## src/rtl/vga_pkg.sv

```systemverilog
// Shared raster timing types and default 640x480@60 timing.
package vga_pkg;

    localparam int VGA_H_DISPLAY = 640;
    localparam int VGA_H_FRONT   = 16;
    localparam int VGA_H_SYNC    = 96;
    localparam int VGA_H_BACK    = 48;
    localparam int VGA_V_DISPLAY = 480;
    localparam int VGA_V_FRONT   = 10;
    localparam int VGA_V_SYNC    = 2;
    localparam int VGA_V_BACK    = 33;

    // Widest coordinate the pipeline bundle can carry.
    localparam int VGA_XY_W = 16;

    typedef struct packed {
        logic                hs;
        logic                vs;
        logic                vid;
        logic [VGA_XY_W-1:0] x;
        logic [VGA_XY_W-1:0] y;
        logic                ls;
        logic                fs;
    } vga_timing_t;

    function automatic int vga_total(
        input int disp,
        input int front,
        input int sync,
        input int back
    );
        return disp + front + sync + back;
    endfunction

endpackage

```

## src/rtl/vga_timing_gen_if.sv

```systemverilog
// Raster timing bundle between the generator and its consumers.
interface vga_timing_gen_if #(
    parameter int COUNT_W = 10,
    parameter int FRAME_W = 8
);
    logic               pix_ce;
    logic               hsync;
    logic               vsync;
    logic               video_on;
    logic [COUNT_W-1:0] pixel_x;
    logic [COUNT_W-1:0] pixel_y;
    logic               line_start;
    logic               frame_start;
    logic [FRAME_W-1:0] frame_count;

    modport master (
        input  pix_ce,
        output hsync, vsync, video_on,
        output pixel_x, pixel_y,
        output line_start, frame_start,
        output frame_count
    );

    modport slave (
        output pix_ce,
        input  hsync, vsync, video_on,
        input  pixel_x, pixel_y,
        input  line_start, frame_start,
        input  frame_count
    );
endinterface

```

## src/rtl/vga_delay_line.sv

```systemverilog
// Clock-enabled shift register; also exposes the value feeding the last stage.
module vga_delay_line #(
    parameter int               DEPTH   = 1,
    parameter int               WIDTH   = 1,
    parameter logic [WIDTH-1:0] RST_VAL = '0
) (
    input  logic             clk,
    input  logic             rst,
    input  logic             ce,
    input  logic [WIDTH-1:0] din,
    output logic [WIDTH-1:0] dout,
    output logic [WIDTH-1:0] tail_in
);

    logic [WIDTH-1:0] stage_q [DEPTH];
    logic [WIDTH-1:0] stage_d [DEPTH];

    always_comb begin
        for (int i = 0; i < DEPTH; i++) begin
            stage_d[i] = stage_q[i];
        end
        if (ce) begin
            stage_d[0] = din;
            for (int i = 1; i < DEPTH; i++) begin
                stage_d[i] = stage_q[i-1];
            end
        end
    end

    always_ff @(posedge clk or posedge rst) begin
        if (rst) begin
            for (int i = 0; i < DEPTH; i++) begin
                stage_q[i] <= RST_VAL;
            end
        end else begin
            for (int i = 0; i < DEPTH; i++) begin
                stage_q[i] <= stage_d[i];
            end
        end
    end

    assign dout = stage_q[DEPTH-1];

    generate
        if (DEPTH == 1) begin : g_one
            assign tail_in = din;
        end else begin : g_many
            assign tail_in = stage_q[DEPTH-2];
        end
    endgenerate

endmodule

```

## src/rtl/vga_timing_gen.sv

```systemverilog
// Parametrised raster timing generator with pix_ce-gated counters,
// a registered output pipeline, line/frame strobes and a frame counter.
module vga_timing_gen
    import vga_pkg::*;
#(
    parameter int H_DISPLAY   = VGA_H_DISPLAY,
    parameter int H_FRONT     = VGA_H_FRONT,
    parameter int H_SYNC      = VGA_H_SYNC,
    parameter int H_BACK      = VGA_H_BACK,
    parameter int V_DISPLAY   = VGA_V_DISPLAY,
    parameter int V_FRONT     = VGA_V_FRONT,
    parameter int V_SYNC      = VGA_V_SYNC,
    parameter int V_BACK      = VGA_V_BACK,
    parameter bit HS_POL      = 1'b0,
    parameter bit VS_POL      = 1'b0,
    parameter int PIPE_STAGES = 1,
    parameter int COUNT_W     = 10,
    parameter int FRAME_W     = 8
) (
    input logic              clk_25mhz,
    input logic              reset,
    vga_timing_gen_if.master vif
);

    localparam int H_TOTAL =
        vga_total(H_DISPLAY, H_FRONT, H_SYNC, H_BACK);
    localparam int V_TOTAL =
        vga_total(V_DISPLAY, V_FRONT, V_SYNC, V_BACK);

    generate
        if (H_DISPLAY <= 0 || H_FRONT <= 0 || H_SYNC <= 0 ||
            H_BACK <= 0 || V_DISPLAY <= 0 || V_FRONT <= 0 ||
            V_SYNC <= 0 || V_BACK <= 0) begin : g_bad_timing
            $error("vga_timing_gen: timing parameter must be > 0");
        end
        if (PIPE_STAGES < 1 || PIPE_STAGES > 8) begin : g_bad_pipe
            $error("vga_timing_gen: PIPE_STAGES must be 1..8");
        end
        if (COUNT_W < 1 || COUNT_W > VGA_XY_W ||
            H_TOTAL > (1 << COUNT_W) ||
            V_TOTAL > (1 << COUNT_W)) begin : g_bad_width
            $error("vga_timing_gen: COUNT_W too small for totals");
        end
    endgenerate

    localparam logic [COUNT_W-1:0] H_LAST =
        COUNT_W'(H_TOTAL - 1);
    localparam logic [COUNT_W-1:0] V_LAST =
        COUNT_W'(V_TOTAL - 1);
    localparam logic [COUNT_W-1:0] H_DISP = COUNT_W'(H_DISPLAY);
    localparam logic [COUNT_W-1:0] V_DISP = COUNT_W'(V_DISPLAY);
    localparam logic [COUNT_W-1:0] H_SS =
        COUNT_W'(H_DISPLAY + H_FRONT);
    localparam logic [COUNT_W-1:0] H_SE =
        COUNT_W'(H_DISPLAY + H_FRONT + H_SYNC);
    localparam logic [COUNT_W-1:0] V_SS =
        COUNT_W'(V_DISPLAY + V_FRONT);
    localparam logic [COUNT_W-1:0] V_SE =
        COUNT_W'(V_DISPLAY + V_FRONT + V_SYNC);

    localparam vga_timing_t IDLE = '{
        hs: ~HS_POL, vs: ~VS_POL, default: '0
    };

    logic [COUNT_W-1:0] h_cnt_q, h_cnt_d;
    logic [COUNT_W-1:0] v_cnt_q, v_cnt_d;
    logic               line_start_q, line_start_d;
    logic               frame_start_q, frame_start_d;
    logic [FRAME_W-1:0] frame_count_q, frame_count_d;

    vga_timing_t raw;
    vga_timing_t pipe_out;
    vga_timing_t pipe_tail;

    always_comb begin
        h_cnt_d = h_cnt_q;
        v_cnt_d = v_cnt_q;
        if (vif.pix_ce) begin
            if (h_cnt_q == H_LAST) begin
                h_cnt_d = '0;
                v_cnt_d = (v_cnt_q == V_LAST) ? '0 : v_cnt_q + 1'b1;
            end else begin
                h_cnt_d = h_cnt_q + 1'b1;
            end
        end
    end

    always_comb begin
        raw     = IDLE;
        raw.hs  = (h_cnt_q >= H_SS && h_cnt_q < H_SE) ?
                  HS_POL : ~HS_POL;
        raw.vs  = (v_cnt_q >= V_SS && v_cnt_q < V_SE) ?
                  VS_POL : ~VS_POL;
        raw.vid = (h_cnt_q < H_DISP) && (v_cnt_q < V_DISP);
        raw.x   = (h_cnt_q < H_DISP) ? VGA_XY_W'(h_cnt_q) : '0;
        raw.y   = (v_cnt_q < V_DISP) ? VGA_XY_W'(v_cnt_q) : '0;
        raw.ls  = (h_cnt_q == '0) && (v_cnt_q < V_DISP);
        raw.fs  = (h_cnt_q == '0) && (v_cnt_q == '0);
    end

    vga_delay_line #(
        .DEPTH  (PIPE_STAGES),
        .WIDTH  ($bits(vga_timing_t)),
        .RST_VAL(IDLE)
    ) u_pipe (
        .clk    (clk_25mhz),
        .rst    (reset),
        .ce     (vif.pix_ce),
        .din    (raw),
        .dout   (pipe_out),
        .tail_in(pipe_tail)
    );

    // Strobes fire only on the cycle the flag lands in the last stage.
    always_comb begin
        line_start_d  = vif.pix_ce & pipe_tail.ls;
        frame_start_d = vif.pix_ce & pipe_tail.fs;
        frame_count_d = frame_count_q + FRAME_W'(frame_start_d);
    end

    always_ff @(posedge clk_25mhz or posedge reset) begin
        if (reset) begin
            h_cnt_q       <= '0;
            v_cnt_q       <= '0;
            line_start_q  <= 1'b0;
            frame_start_q <= 1'b0;
            frame_count_q <= '0;
        end else begin
            h_cnt_q       <= h_cnt_d;
            v_cnt_q       <= v_cnt_d;
            line_start_q  <= line_start_d;
            frame_start_q <= frame_start_d;
            frame_count_q <= frame_count_d;
        end
    end

    assign vif.hsync       = pipe_out.hs;
    assign vif.vsync       = pipe_out.vs;
    assign vif.video_on    = pipe_out.vid;
    assign vif.pixel_x     = pipe_out.x[COUNT_W-1:0];
    assign vif.pixel_y     = pipe_out.y[COUNT_W-1:0];
    assign vif.line_start  = line_start_q;
    assign vif.frame_start = frame_start_q;
    assign vif.frame_count = frame_count_q;

endmodule
```

## src/flat_wrapper.sv

```systemverilog
// flat-port wrapper written by rule: the top's interface ports become plain ports
module vga_timing_gen_flat import vga_pkg::*;
#(
    parameter int H_DISPLAY   = VGA_H_DISPLAY,
    parameter int H_FRONT     = VGA_H_FRONT,
    parameter int H_SYNC      = VGA_H_SYNC,
    parameter int H_BACK      = VGA_H_BACK,
    parameter int V_DISPLAY   = VGA_V_DISPLAY,
    parameter int V_FRONT     = VGA_V_FRONT,
    parameter int V_SYNC      = VGA_V_SYNC,
    parameter int V_BACK      = VGA_V_BACK,
    parameter bit HS_POL      = 1'b0,
    parameter bit VS_POL      = 1'b0,
    parameter int PIPE_STAGES = 1,
    parameter int COUNT_W     = 10,
    parameter int FRAME_W     = 8
)
  (clk_25mhz, reset, vif_pix_ce, vif_hsync, vif_vsync, vif_video_on, vif_pixel_x, vif_pixel_y, vif_line_start, vif_frame_start, vif_frame_count);
  vga_timing_gen_if #(.COUNT_W(COUNT_W), .FRAME_W(FRAME_W)) vif_i ();
  input logic clk_25mhz;
  input logic reset;
  input wire logic [$bits(vif_i.pix_ce)-1:0] vif_pix_ce;
  output wire logic [$bits(vif_i.hsync)-1:0] vif_hsync;
  output wire logic [$bits(vif_i.vsync)-1:0] vif_vsync;
  output wire logic [$bits(vif_i.video_on)-1:0] vif_video_on;
  output wire logic [$bits(vif_i.pixel_x)-1:0] vif_pixel_x;
  output wire logic [$bits(vif_i.pixel_y)-1:0] vif_pixel_y;
  output wire logic [$bits(vif_i.line_start)-1:0] vif_line_start;
  output wire logic [$bits(vif_i.frame_start)-1:0] vif_frame_start;
  output wire logic [$bits(vif_i.frame_count)-1:0] vif_frame_count;
  assign vif_i.pix_ce = vif_pix_ce;
  assign vif_hsync = vif_i.hsync;
  assign vif_vsync = vif_i.vsync;
  assign vif_video_on = vif_i.video_on;
  assign vif_pixel_x = vif_i.pixel_x;
  assign vif_pixel_y = vif_i.pixel_y;
  assign vif_line_start = vif_i.line_start;
  assign vif_frame_start = vif_i.frame_start;
  assign vif_frame_count = vif_i.frame_count;
  vga_timing_gen #(.H_DISPLAY(H_DISPLAY), .H_FRONT(H_FRONT), .H_SYNC(H_SYNC), .H_BACK(H_BACK), .V_DISPLAY(V_DISPLAY), .V_FRONT(V_FRONT), .V_SYNC(V_SYNC), .V_BACK(V_BACK), .HS_POL(HS_POL), .VS_POL(VS_POL), .PIPE_STAGES(PIPE_STAGES), .COUNT_W(COUNT_W), .FRAME_W(FRAME_W)) u_core (.clk_25mhz(clk_25mhz), .reset(reset), .vif(vif_i));
endmodule
```

## config.mk

```make
export PLATFORM = sky130hd
export DESIGN_NAME = vga_timing_gen_flat
export DESIGN_NICKNAME = d
export VERILOG_FILES = /design/src/rtl/vga_pkg.sv /design/src/rtl/vga_timing_gen_if.sv /design/src/rtl/vga_delay_line.sv /design/src/rtl/vga_timing_gen.sv /design/src/flat_wrapper.sv
export SDC_FILE = /design/constraint.sdc
export NUM_CORES = 1
export LEC_CHECK = 0
export ABC_AREA = 1
export BUFFER_PORTS_ARGS = -buffer_cell sky130_fd_sc_hd__buf_2
export CAP_MARGIN = 25
export CORE_AREA = 5 5 72 74
export DETAILED_ROUTE_END_ITERATION = 8
export DIE_AREA = 0 0 77 79
export PLACE_DENSITY = 0.79
export SLEW_MARGIN = 30
export SYNTH_ARGS = -nofsm -noshare
export SYNTH_HDL_FRONTEND = slang
export SYNTH_SLANG_ARGS = --single-unit
export TNS_END_PERCENT = 1
```

## constraint.sdc

```tcl
create_clock -name clk_25mhz -period 3.8 [get_ports clk_25mhz]
set_clock_uncertainty 0.1 [all_clocks]
set_input_delay 0.38 -clock clk_25mhz [delete_from_list [all_inputs] [get_ports clk_25mhz]]
set_output_delay 0.38 -clock clk_25mhz [all_outputs]
set_load 0.01 [all_outputs]
```

==> metrics list, run 1 <==
- Post-synth cell types: 31
- The most critical setup path has its endpoint at u_core.vif.frame_count[6]$_DFF_PP0_.
- The synthesized design contains 53 register bits.
* Fraction of synthesis flops using an asynchronous set or reset pin: 100.0%
- Synthesis warning total: 0
* Placement-stage cell area: 0.002696 sq mm
- Post-CTS Setup Bufs: 0
* Worst-case headroom to the max-slew limit: 58.22%
- For the pin with the worst max-slew slack, the measured transition is 626.7 ps.
- Cell depth of the worst flop-to-flop path: 12
- Summed over all failing endpoints, the final setup total negative slack is 0 ps.
- Die H: 79 um
* Number of flops mapped to enable cells by yosys: 0
- The finished cells cover 0.002808 sq mm.
- CTS tree: done
* Effective utilization at floorplan: 55.03%
- Synthesized Nets: 291
* Power density over the cells: 410.3 mW/mm^2
* Root Buffer Master: clkbuf_8
* Full die area: 0.006083 sq mm
* Fmax achieved: 454.9 MHz
* CP max FO: 4
- Pin count of the biggest net entering global routing: 54
- DRC: 0
- By startpoint and endpoint, the worst setup path is classified as flip-flop to flip-flop.
* Netlist Area Pre-Place: 0.002496 sq mm
- Largest area contributor in the netlist: dfrtp_1
- The run finished with clean final reports.
- For this block, the initial DRC count from the detailed router was 145.
- The via count of the first global-routing pass is 1884.
- For the worst setup path, the data required time is 3890 ps.
- After floorplanning, the core was sized to cover 0.004536 sq mm.
- The worst register-to-register path begins at u_core.v_cnt_q[0]$_DFFE_PP0P_.
- Routability congestion estimate: 0.8603
- Most used flip-flop cell after synthesis: dfrtp_1
- Top cells by count, synth: 62 x nand2_1, 51 x dfrtp_1, 32 x inv_1
* Final Slew Violations: 0
* Buffers on Ports: 35
- Tracing the worst setup path back leads to its startpoint at u_core.v_cnt_q[0]$_DFFE_PP0P_.
- Top-level I/O count: 36
- The wire-length estimate of the detail-placed layout is 3.563 mm.
* Total number of H-tree levels: 2
- Post-layout total power: 1.152 mW
- For this run, the total global-route usage over all layers was measured as 17.47%.
- Clock Path Buffers: 2
* Clock transition at the registers of the reported paths: 100 ps
- Via density: 5.194
- After detailed routing, the total wire length is 4.967 mm.
* Post-Syn Area per Cell: 8.852 sq um
- For this design, the sink count on the clock tree is 53.
- Cell types occupying the most area after synthesis: dfrtp_1 51%, nand2_1 9.3%, o21ai_0 5.8%
- Setup repair after global routing left no endpoint under its margin.
* Shortest clock period the worst path allows after layout: 2198 ps
- Capture point of the worst reg-to-reg path: u_core.vif.frame_count[6]$_DFF_PP0_
* Count of nets left with antenna violations after detail routing: 0
* R2R Setup Slk: 1600 ps
- Across the run, the number of max-cap violations was 0.
- The first TritonRoute pass finished after 4 iterations.
* Most frequent cell after synthesis: nand2_1
- Setup violations remaining at the end of the flow were counted as 0.
- Class of the most critical hold timing path: input port to asynchronous set/reset pin
- The initial antenna violation count came to 0.
* Post-cts sizing count: 0
* Die span in x: 77 um
- The analysis attributes to cell leakage a power of 1.438 nW.
- The number of clock buffers added by TritonCTS is 5.
* GRT overflow: 0
- Summing over every cut layer, the via total after detailed routing is 1927.
- Area growth from synthesis to layout: 12.48%
- The number of hold buffers added after CTS was 0.
* Routed length per placed instance: 13.39 um
- Gate Count Post-Synth: 282
* Final Net Count: 325
- The post-route netlist has 18.61% of its cells at a drive strength greater than 1.
- Share of the cycle needed by the critical path after routing: 57.85%
* Critical path capture point type: flip-flop
* # rows: 25
* Worst path arrival time: 2290 ps
- Worst-Skew Late Latency: 300 ps
- Share of Yosys cell area claimed by the top area cell type: 51.13%
* Final count of hold timing violations: 0
- Sequential element share of the synthesized area: 53.23%
* First-pass GRT wire length: 8.742 mm
* Number of antenna repair diodes: 0
* Worst voltage drop across the vdd grid: 0.1672 mV
* Crit path launch type: flip-flop
through the flow:
step | hold slack [ps] | util (%) | std cells | setup slack, ps
6_report | 50.48 | 61.90 | 371 | 1602
5_1_grt | 125.2 | 61.90 | 371 | 1404
4_1_cts | 86.15 | 61.90 | 371 | 1618
3_5_place_dp | 361.4 | 59.45 | 363 | 1316
3_3_place_gp | 356.7 | 59.39 | 363 | 1415
2_1_floorplan | 390.7 | - | 282 | 1861
metal layers:
metal  up-vias  part of all wire, %  global-route usage, %
li1        972                    -                      -
met1       899                   47                  24.50
met2        51                   47                  27.33
met3         5                  4.8                  3.288
met4         0                  1.2                  6.014
met5         -                    0                      0
worst min path at each step:
| stage | slack [ps] | end | cells past startpoint | start |
|---|---|---|---|---|
| 6_report | 50 | u_core.u_pipe.dout[22]$_DFFE_PP0P_ | 2 | reset |
| 5_1_grt | 130 | u_core.u_pipe.dout[24]$_DFFE_PP0P_ | 2 | reset |
| 3_5_place_dp | 360 | u_core.vif.frame_count[7]$_DFF_PP0_ | 1 | u_core.vif.frame_count[7]$_DFF_PP0_ |
| 4_1_cts | 90 | u_core.v_cnt_q[9]$_DFFE_PP0P_ | 2 | reset |
| 3_3_place_gp | 360 | u_core.vif.frame_count[7]$_DFF_PP0_ | 1 | u_core.vif.frame_count[7]$_DFF_PP0_ |
| 2_1_floorplan | 390 | u_core.u_pipe.dout[35]$_DFFE_PP1P_ | 2 | u_core.u_pipe.dout[35]$_DFFE_PP1P_ |
worst max-delay path, cell delays in order, from the launching register on:
cell     delay, ps
dfrtp_1        410
inv_1          130
ha_1           210
nand3_1         80
nor3_1         150
nand4_1        100
nor2_1         150
ha_1           190
ha_1           180
nand2_1         70
inv_1           80
nand4_1         90
xnor2_1        140
logic make-up (layout without fill, tap and decap cells):
kind of cell / Yosys count / count (layout) / synth area share (%)
buffers and inverters: 43 / 78 / 7.068
AO/OA/AOI/OAI: 40 / 40 / 8.772
AND/OR/NAND/NOR: 127 / 127 / 23.36
flip-flops: 53 / 53 / 53.23
XOR/XNOR: 13 / 13 / 4.561
adder cells (fa/ha/maj): 6 / 6 / 3.007
flip-flops by register name, summed over array words and instances (netlist names):
signal / flops
u_core.vif.frame_count: 8
u_core.v_cnt_q: 10
u_core.h_cnt_q: 10
u_core.vif.frame_start: 1
u_core.vif.line_start: 1
u_core.u_pipe.dout: 23
layout by cell type (no fill, tap or decap):
cell type and n:
dfrtp_1 51, nand3_2 1, xnor2_1 3, dfstp_2 2, inv_1 31, xor2_1 10, nor2_4 2, a31oi_1 2
inv_4 1, a21oi_1 2, nor4_1 1, nor2_2 5, o211a_1 1, ha_1 6, nand2_2 1, clkinv_4 1
nand4_2 1, bufinv_16 1, nand3_1 13, inv_2 3, nand4_1 5, o21ai_0 29, nor2_1 25, and3_1 1
o22ai_1 1, clkbuf_8 5, nand3b_1 1, nor3_1 8, nand2_1 62, nand3_4 1, o21bai_1 1, clkbuf_1 1
o21ai_1 1, buf_2 35, o31ai_1 3
layout make-up:
class | instances | area, sq um
Clock buffer | 6 | 72.57
Clock inverter | 2 | 38.79
Inverter | 35 | 133.9
Sequential cell | 53 | 1329
Multi-Input combinational cell | 186 | 991.0
Tap cell | 54 | 67.56
Timing Repair Buffer | 35 | 175.2
Fill cell | 380 | 1728
power by group:
| group | switching, mW | internal (mW) | total, mW |
|---|---|---|---|
| clock network | 0.181 | 0.198 | 0.379 |
| logic | 0.0838 | 0.0440 | 0.128 |
| registers | 0.0494 | 0.595 | 0.645 |
| total | 0.315 | 0.837 | 1.15 |
(Power assumes the default switching activity.)
==> run 2: changes to the inputs <==
- CORE_AREA: 5 5 72 74 -> 5 5 73 75
- DIE_AREA: 0 0 77 79 -> 0 0 78 80
- PLACE_DENSITY: 0.79 -> 0.77
- clock period: 3.8 -> 2.3 ns (I/O delays scaled with it)
==> metrics list, run 2 (synthesis gave the netlist of run 1 again) <==
- Share of the cycle needed by the critical path after routing: 91.05% (was 57.85%)
* Status: finished clean (unchanged)
* Fraction of final layout cells sized beyond drive strength 1: 22.05% (was 18.61%)
* Via density: 5.380 (was 5.194)
- The power density relative to cell area is 642.3 mW/mm^2 (was 410.3 mW/mm^2).
* First DRT Iteration DRCs: 173 (was 145)
* Crit path kind: flip-flop to flip-flop (unchanged)
* Family with the most delay on the worst path: simple AND/OR/NAND/NOR gates (unchanged)
* Vias in the first global route: 2004 (was 1884)
- The antenna violation net count after detailed routing is 0 (unchanged).
- CP max FO: 4 (unchanged)
- Top-level I/O count: 36 (unchanged)
* Share of power burned in combinational logic: 12.4% (was 11.1%)
* Initial antenna violation count: 0 (unchanged)
- Clock transition at the registers of the reported paths: 100 ps (about the same)
- Largest stage delay, worst path: 420 ps (was 410 ps)
* R2R Setup Slk: 210 ps (was 1600 ps)
- Final Instance Area: 0.002843 sq mm (was 0.002808 sq mm)
- The relative contribution of the clock network to total power was 29.1% (was 32.9%).
- Leakage: 1.441 nW (was 1.438 nW)
- CTS tree: done (unchanged)
- The height of the die is 80 um (was 79 um).
- The timing startpoint of the critical path is u_core.v_cnt_q[0]$_DFFE_PP0P_ (unchanged).
- The commonest non-fill, non-tap cell in the layout is nand2_1 (unchanged).
- The final antenna diode count is 0 (unchanged).
* Root Buffer Master: clkbuf_8 (unchanged)
- Setup TNS after final layout: 0 ps (unchanged)
- Crit-path slowest cell: dfrtp_1 (unchanged)
* Vias after detailed routing: 2023 (was 1927)
- The TritonCTS buffer count came to 5 (unchanged).
- GRT overflow: 0 (unchanged)
- Critical path capture point type: flip-flop (unchanged)
* Pre-Repair DR Iteration Count: 4 (unchanged)
* First-pass GRT wire length: 9.349 mm (was 8.742 mm)
- The busiest layer in global routing is met2 (unchanged).
* Slew @ Worst Pin: 702.6 ps (was 626.7 ps)
- The type of the tightest min-delay check is input port to flip-flop (was input port to asynchronous set/reset pin).
* Post-detail-place hpwl: 3.828 mm (was 3.563 mm)
- The met3 track demand over resource in global routing is 3.950% (was 3.288%).
- The pin count of the biggest net entering global routing was 29 (was 54).
- Count of max-cap constraint violations: 0 (unchanged)
- The type of origin of the critical path was a flip-flop (unchanged).
- Routed length per placed instance: 14.12 um (was 13.39 um)
* Post-CTS Setup Bufs: 0 (unchanged)
- Hold path depth: 5
* Core region area: 0.004598 sq mm (was 0.004536 sq mm)
- The wire length after detailed routing came to 5.309 mm (was 4.967 mm).
- Grt met2 use: 29.47% (was 27.33%)
- Cell breakdown of the critical path: inv_2 > ha_2 > nand3_1 > nor3_2 > nand4_1 > nor2_2 > ha_2 > ha_1 > nand2_1 > inv_1 > nand4_1 > xnor2_1 (was inv_1 > ha_1 > nand3_1 > nor3_1 > nand4_1 > nor2_1 > ha_1 > ha_1 > nand2_1 > inv_1 > nand4_1 > xnor2_1).
- Routing usage on met1: 25.58% (was 24.50%)
- The residual DRC count came to 0 (unchanged).
* Placement-stage cell area: 0.002724 sq mm (was 0.002696 sq mm)
- The number of placement rows came to 25 (unchanged).
- Fmax achieved: 477.5 MHz (was 454.9 MHz)
* Cell internal pwr: 1.278 mW (was 0.8372 mW)
* Capture point of the worst reg-to-reg path: u_core.vif.frame_count[6]$_DFF_PP0_ (unchanged)
- Worst-Skew Late Latency: 310 ps (was 300 ps)
- Clock Path Buffers: 2 (unchanged)
- The depth of the worst register-to-register path is 12 (unchanged).
* Clock Sink Count: 53 (unchanged)
- Shortest clock period the worst path allows after layout: 2094 ps (was 2198 ps)
- Worst-case headroom to the max-slew limit: 53.16% (was 58.22%)
- Hold Path Sink: u_core.vif.frame_start$_DFF_PP0_
- Global-route total usage across every layer: 18.88% (was 17.47%)
* Area growth from synthesis to layout: 13.88% (was 12.48%)
- Worst path arrival time: 2200 ps (was 2290 ps)
- Switching Share: 30.00% (was 27.32%)
- The register share of total power is 58.6% (was 56.0%).
- RSZ-0062 raised after global routing: false (unchanged).
- Buffering stage count on the worst path with inverters included: 2 (unchanged)
- Die span in x: 78 um (was 77 um)
- The total number of H-tree levels was 2 (unchanged).
- The final weighted congestion of routability-driven global placement came to 0.8810 (was 0.8603).
* Worst voltage drop across the vdd grid: 0.2813 mV (was 0.1672 mV)
- Final-report setup violation count: 0 (unchanged)
- Switching pwr: 0.5478 mW (was 0.3147 mW)
- Most frequent cells in the layout: 62 x nand2_1, 51 x dfrtp_1, 35 x buf_2 (unchanged)
* Post-layout total power: 1.826 mW (was 1.152 mW)
- Final Net Count: 330 (was 325)
- In this run the most critical hold path is launched from vif_pix_ce.
* Full die area: 0.006240 sq mm (was 0.006083 sq mm)
- The endpoint required time on the critical path came to 2410 ps (was 3890 ps).
- Max reg flops: 23 (unchanged)
- Startpoint of the worst-slack reg-to-reg timing path: u_core.v_cnt_q[0]$_DFFE_PP0P_ (unchanged)
- The starting density of the core is 54.29% (was 55.03%).
- Final Slew Violations: 0 (unchanged)
* Final count of hold timing violations: 0 (unchanged)
- Buffers on Ports: 35 (unchanged)
## run 2: worst max-delay path by stage
| stage | cells past startpoint | slack [ps] | endpoint |
|---|---|---|---|
| floorplan | 12 | 360 | u_core.vif.frame_count[6]$_DFF_PP0_ |
| global placement | 11 | 240 | u_core.vif.frame_count[6]$_DFF_PP0_ |
| detailed placement | 12 | 180 | u_core.vif.frame_count[6]$_DFF_PP0_ |
| CTS | 12 | 130 | u_core.vif.frame_count[6]$_DFF_PP0_ |
| global route | 12 | 3 | u_core.vif.frame_count[6]$_DFF_PP0_ |
| finish | 12 | 210 | u_core.vif.frame_count[6]$_DFF_PP0_ |
## run 2: layout make-up
class	count	area, sq um
multi-input cells	186	1010
flip-flops and latches	53	1329
repair buffers	40	215.2
inverters	35	131.4
clock buffers	5	68.82
fillers	402	1755
well taps	54	67.56
clock inverters	3	21.27
## run 2: power groups by stage
stage / clock network (mW) / logic [mW] / registers, mW
floorplan: 0 / 0.195 / 1.05
global placement: 0 / 0.215 / 1.08
detailed placement: 0 / 0.222 / 1.08
CTS: 0.537 / 0.226 / 1.06
global route: 0.592 / 0.256 / 1.08
finish: 0.531 / 0.226 / 1.07
## run 2: routing by layer
layer	vias to the layer above	routed length [um]
li1	980	-
met1	966	2390
met2	67	2501
met3	10	312
met4	0	104
met5	-	0
## run 2: worst reg2reg max path: stages, from the launching register on
cell and delay (ps):
dfrtp_1 420, inv_2 90, ha_2 190, nand3_1 90, nor3_2 110, nand4_1 110
nor2_2 140, ha_2 190, ha_1 160, nand2_1 80, inv_1 80, nand4_1 100
xnor2_1 140
## run 2: metrics by stage
stage / utilization [%] / setup WS (ps) / hold WS, ps / instances
3_5_place_dp: 59.24 / 183.6 / 224.4 / 367
3_3_place_gp: 59.24 / 239.7 / 225.1 / 367
4_1_cts: 61.42 / 132.2 / 194.7 / 376
5_1_grt: 61.82 / 3.430 / 214.5 / 376
6_report: 61.82 / 205.8 / 191.3 / 376
2_1_floorplan: - / 360.7 / 307.8 / 282
## run 2: timing repair
item	CTS	global route
resized for setup	0	7
hold buffers	1	0
endpoints found under the setup margin	0	3
endpoints found under the hold margin	25	0
==> run 3: changes to the inputs <==
- clock period: 2.3 -> 2.2 ns (I/O delays scaled with it)
==> metrics list, run 3 (synthesis gave the netlist of run 1 again) <==
- Share of power burned in combinational logic: 14.0% (was 12.4%)
- GRT overflow: 0 (unchanged)
- The count of pins over their slew limit is 0 (unchanged).
- The met3 track demand over resource in global routing was 3.612% (was 3.950%).
* Max reg flops: 23 (unchanged)
* Crit path kind: flip-flop to flip-flop (unchanged)
- Library cell appearing most often on the critical path: nand4_1
- First-pass GRT wire length: 9.197 mm (was 9.349 mm)
- Placement-stage cell area: 0.002769 sq mm (was 0.002724 sq mm)
* Cell internal pwr: 1.353 mW (was 1.278 mW)
- The relative contribution of the clock network to total power was 28.7% (was 29.1%).
- Buffers on Ports: 35 (unchanged)
- The wire length after detailed routing came to 5.290 mm (was 5.309 mm).
- Crit-path slowest cell: dfrtp_1 (unchanged)
- Leakage: 1.474 nW (was 1.441 nW)
- The transition time of the tightest slew-check pin came to 648.5 ps (was 702.6 ps).
- Class of the most critical hold timing path: input port to flip-flop (unchanged)
- The final weighted congestion of routability-driven global placement came to 0.8400 (was 0.8810).
- The placed wire-length estimate was 3.951 mm (was 3.828 mm).
* Via density: 5.236 (was 5.380)
- Pin count of the biggest net entering global routing: 30 (was 29)
- Final count of hold timing violations: 0 (unchanged)
* Status: finished clean (unchanged)
- The core area came to 0.004598 sq mm (unchanged).
- Setup TNS after final layout: 0 ps (unchanged)
- The routed via count is 2000 (was 2023).
- Reg area: 0.001329 sq mm (unchanged)
* Fmax achieved: 487.5 MHz (was 477.5 MHz)
- Routing usage on met1: 24.62% (was 25.58%)
- The reported max-cap violation count came to 0 (unchanged).
* Top-level I/O count: 36 (unchanged)
* Global-route total usage across every layer: 18.30% (was 18.88%)
- The area of the multi-input gates was 0.001022 sq mm (was 0.001010 sq mm).
- Vias in the first global route: 2002 (was 2004)
* Worst-case headroom to the max-slew limit: 56.77% (was 53.16%)
- The antenna violation net count after detailed routing is 0 (unchanged).
- The setup-violating endpoint count in the final report was 0 (unchanged).
* Share of the cycle needed by the critical path after routing: 93.24% (was 91.05%)
- The initial antenna violation count came to 0 (unchanged).
- CTS tree: done (unchanged)
- Final Net Count: 336 (was 330)
* Most frequent cells in the layout: 61 x nand2_1, 51 x dfrtp_1, 35 x buf_2 (was 62 x nand2_1, 51 x dfrtp_1, 35 x buf_2)
- The wire length per cell after detailed routing was 13.85 um (was 14.12 um).
- Post-layout total power: 1.919 mW (was 1.826 mW)
- The number of setup buffers added after CTS is 0 (unchanged).
- Switching pwr: 0.5667 mW (was 0.5478 mW)
* Cell breakdown of the critical path: inv_2 > ha_4 > nand3_1 > nor3_2 > nand4_1 > nor2_2 > ha_2 > ha_1 > nand2_1 > inv_1 > nand4_1 > xnor2_1 (was inv_2 > ha_2 > nand3_1 > nor3_2 > nand4_1 > nor2_2 > ha_2 > ha_1 > nand2_1 > inv_1 > nand4_1 > xnor2_1)
- Largest stage delay, worst path: 420 ps (about the same)
- Area growth from synthesis to layout: 16.19% (was 13.88%)
- The number of placement rows was 25 (unchanged).
* Pre-Repair DR Iteration Count: 4 (unchanged)
* Req. time, crit path: 2300 ps (was 2410 ps)
- Die span in x: 78 um (unchanged)
- Leading cell type in the layout, fill and taps excluded: nand2_1 (unchanged)
- Effective utilization at floorplan: 54.29% (unchanged)
* Root Buffer Master: clkbuf_8 (unchanged)
- The global-route track usage on met2 is 29.88% (was 29.47%).
- GRT busiest layer: met2 (unchanged)
- CP max FO: 4 (unchanged)
- Total number of H-tree levels: 2 (unchanged)
* Worst-Skew Late Latency: 310 ps (about the same)
- The category of the worst setup path capture point is a flip-flop (unchanged).
- The worst endpoint data arrival time was 2150 ps (was 2200 ps).
- The clock-pin slew reported for the worst setup and hold paths after clock tree synthesis is 100 ps (about the same).
* Shortest clock period the worst path allows after layout: 2051 ps (was 2094 ps)
* Number of antenna repair diodes: 0 (unchanged)
* First DRT Iteration DRCs: 161 (was 173)
- Switching Share: 29.53% (was 30.00%)
* Clock Path Buffers: 2 (unchanged)
- The residual DRC count is 0 (unchanged).
* Final Instance Area: 0.002900 sq mm (was 0.002843 sq mm)
* Full die area: 0.006240 sq mm (unchanged)
- Flop pwr share: 57.2% (was 58.6%)
- The power density relative to cell area is 661.8 mW/mm^2 (was 642.3 mW/mm^2).
- The height of the die came to 80 um (unchanged).
- Number of filler instances in the final layout: 386 (was 402)
- Fraction of final layout cells sized beyond drive strength 1: 23.78% (was 22.05%)
- Crit path launch type: flip-flop (unchanged)
- The TritonCTS buffer count came to 5 (unchanged).
* Clock Sink Count: 53 (unchanged)
- Worst voltage drop across the vdd grid: 0.3094 mV (was 0.2813 mV)
run 3: worst max-delay path: cells and delay by family, from the launching register on:
| kind | cells | cell delay, ps |
|---|---|---|
| xor gates and xnor gates | 1 | 140 |
| and+or+nand+nor | 6 | 610 |
| buffers and inverters | 2 | 190 |
| adders and majority gates | 3 | 500 |
| DFF | 1 | 420 |
run 3: layer usage:
layer | wire length (um) | part of all wire (%) | vias to the layer above
li1 | - | - | 993
met4 | 71 | 1.3 | 0
met1 | 2456 | 46 | 954
met3 | 270 | 5.1 | 7
met2 | 2491 | 47 | 46
met5 | 0 | 0 | -
run 3: per-stage QoR:
stage          setup WS [ps]  std cells  hold slack [ps]  util [%]
6_report               148.7        382            198.9     63.07
5_1_grt               -2.399        382            217.9     63.07
4_1_cts                36.13        382            180.6     62.39
3_5_place_dp           67.82        373            207.8     60.22
3_3_place_gp           163.3        373            205.2     60.22
2_1_floorplan          260.7        282            297.8         -
run 3: what timing repair did:
item,CTS,global route
endpoints found under the hold margin,26,0
hold buffers,1,0
endpoints found under the setup margin,0,4
resized for setup,0,9
run 3: power by group through the flow:
stage	sequential (mW)	combinational, mW	clock [mW]
2_1_floorplan	1.10	0.204	0
3_3_place_gp	1.11	0.260	0
3_5_place_dp	1.11	0.265	0
4_1_cts	1.10	0.270	0.564
5_1_grt	1.11	0.306	0.613
6_report	1.10	0.269	0.552
run 3: cell type report:
cell class,count,share of cell area [%]
Inverter,35,4.530
Clock inverter,3,0.7334
Timing Repair Buffer,46,8.973
Tap cell,54,2.330
Multi-Input combinational cell,186,35.25
Sequential cell,53,45.82
Clock buffer,5,2.373
run 3: final timing paths:
| check | depth (start not counted) | slack, ps | startpoint | to |
|---|---|---|---|---|
| min in group asynchronous | 3 | 420 | reset | u_core.u_pipe.dout[27]$_DFFE_PP0P_ |
| max reg2reg | 12 | 150 | u_core.v_cnt_q[0]$_DFFE_PP0P_ | u_core.vif.frame_count[6]$_DFF_PP0_ |
| min | 5 | 200 | vif_pix_ce | u_core.vif.frame_start$_DFF_PP0_ |
| max in group asynchronous | 4 | 880 | reset | u_core.u_pipe.dout[36]$_DFFE_PP1P_ |
| max | 12 | 150 | u_core.v_cnt_q[0]$_DFFE_PP0P_ | u_core.vif.frame_count[6]$_DFF_PP0_ |
| min reg2reg | 1 | 380 | u_core.vif.frame_count[7]$_DFF_PP0_ | u_core.vif.frame_count[7]$_DFF_PP0_ |
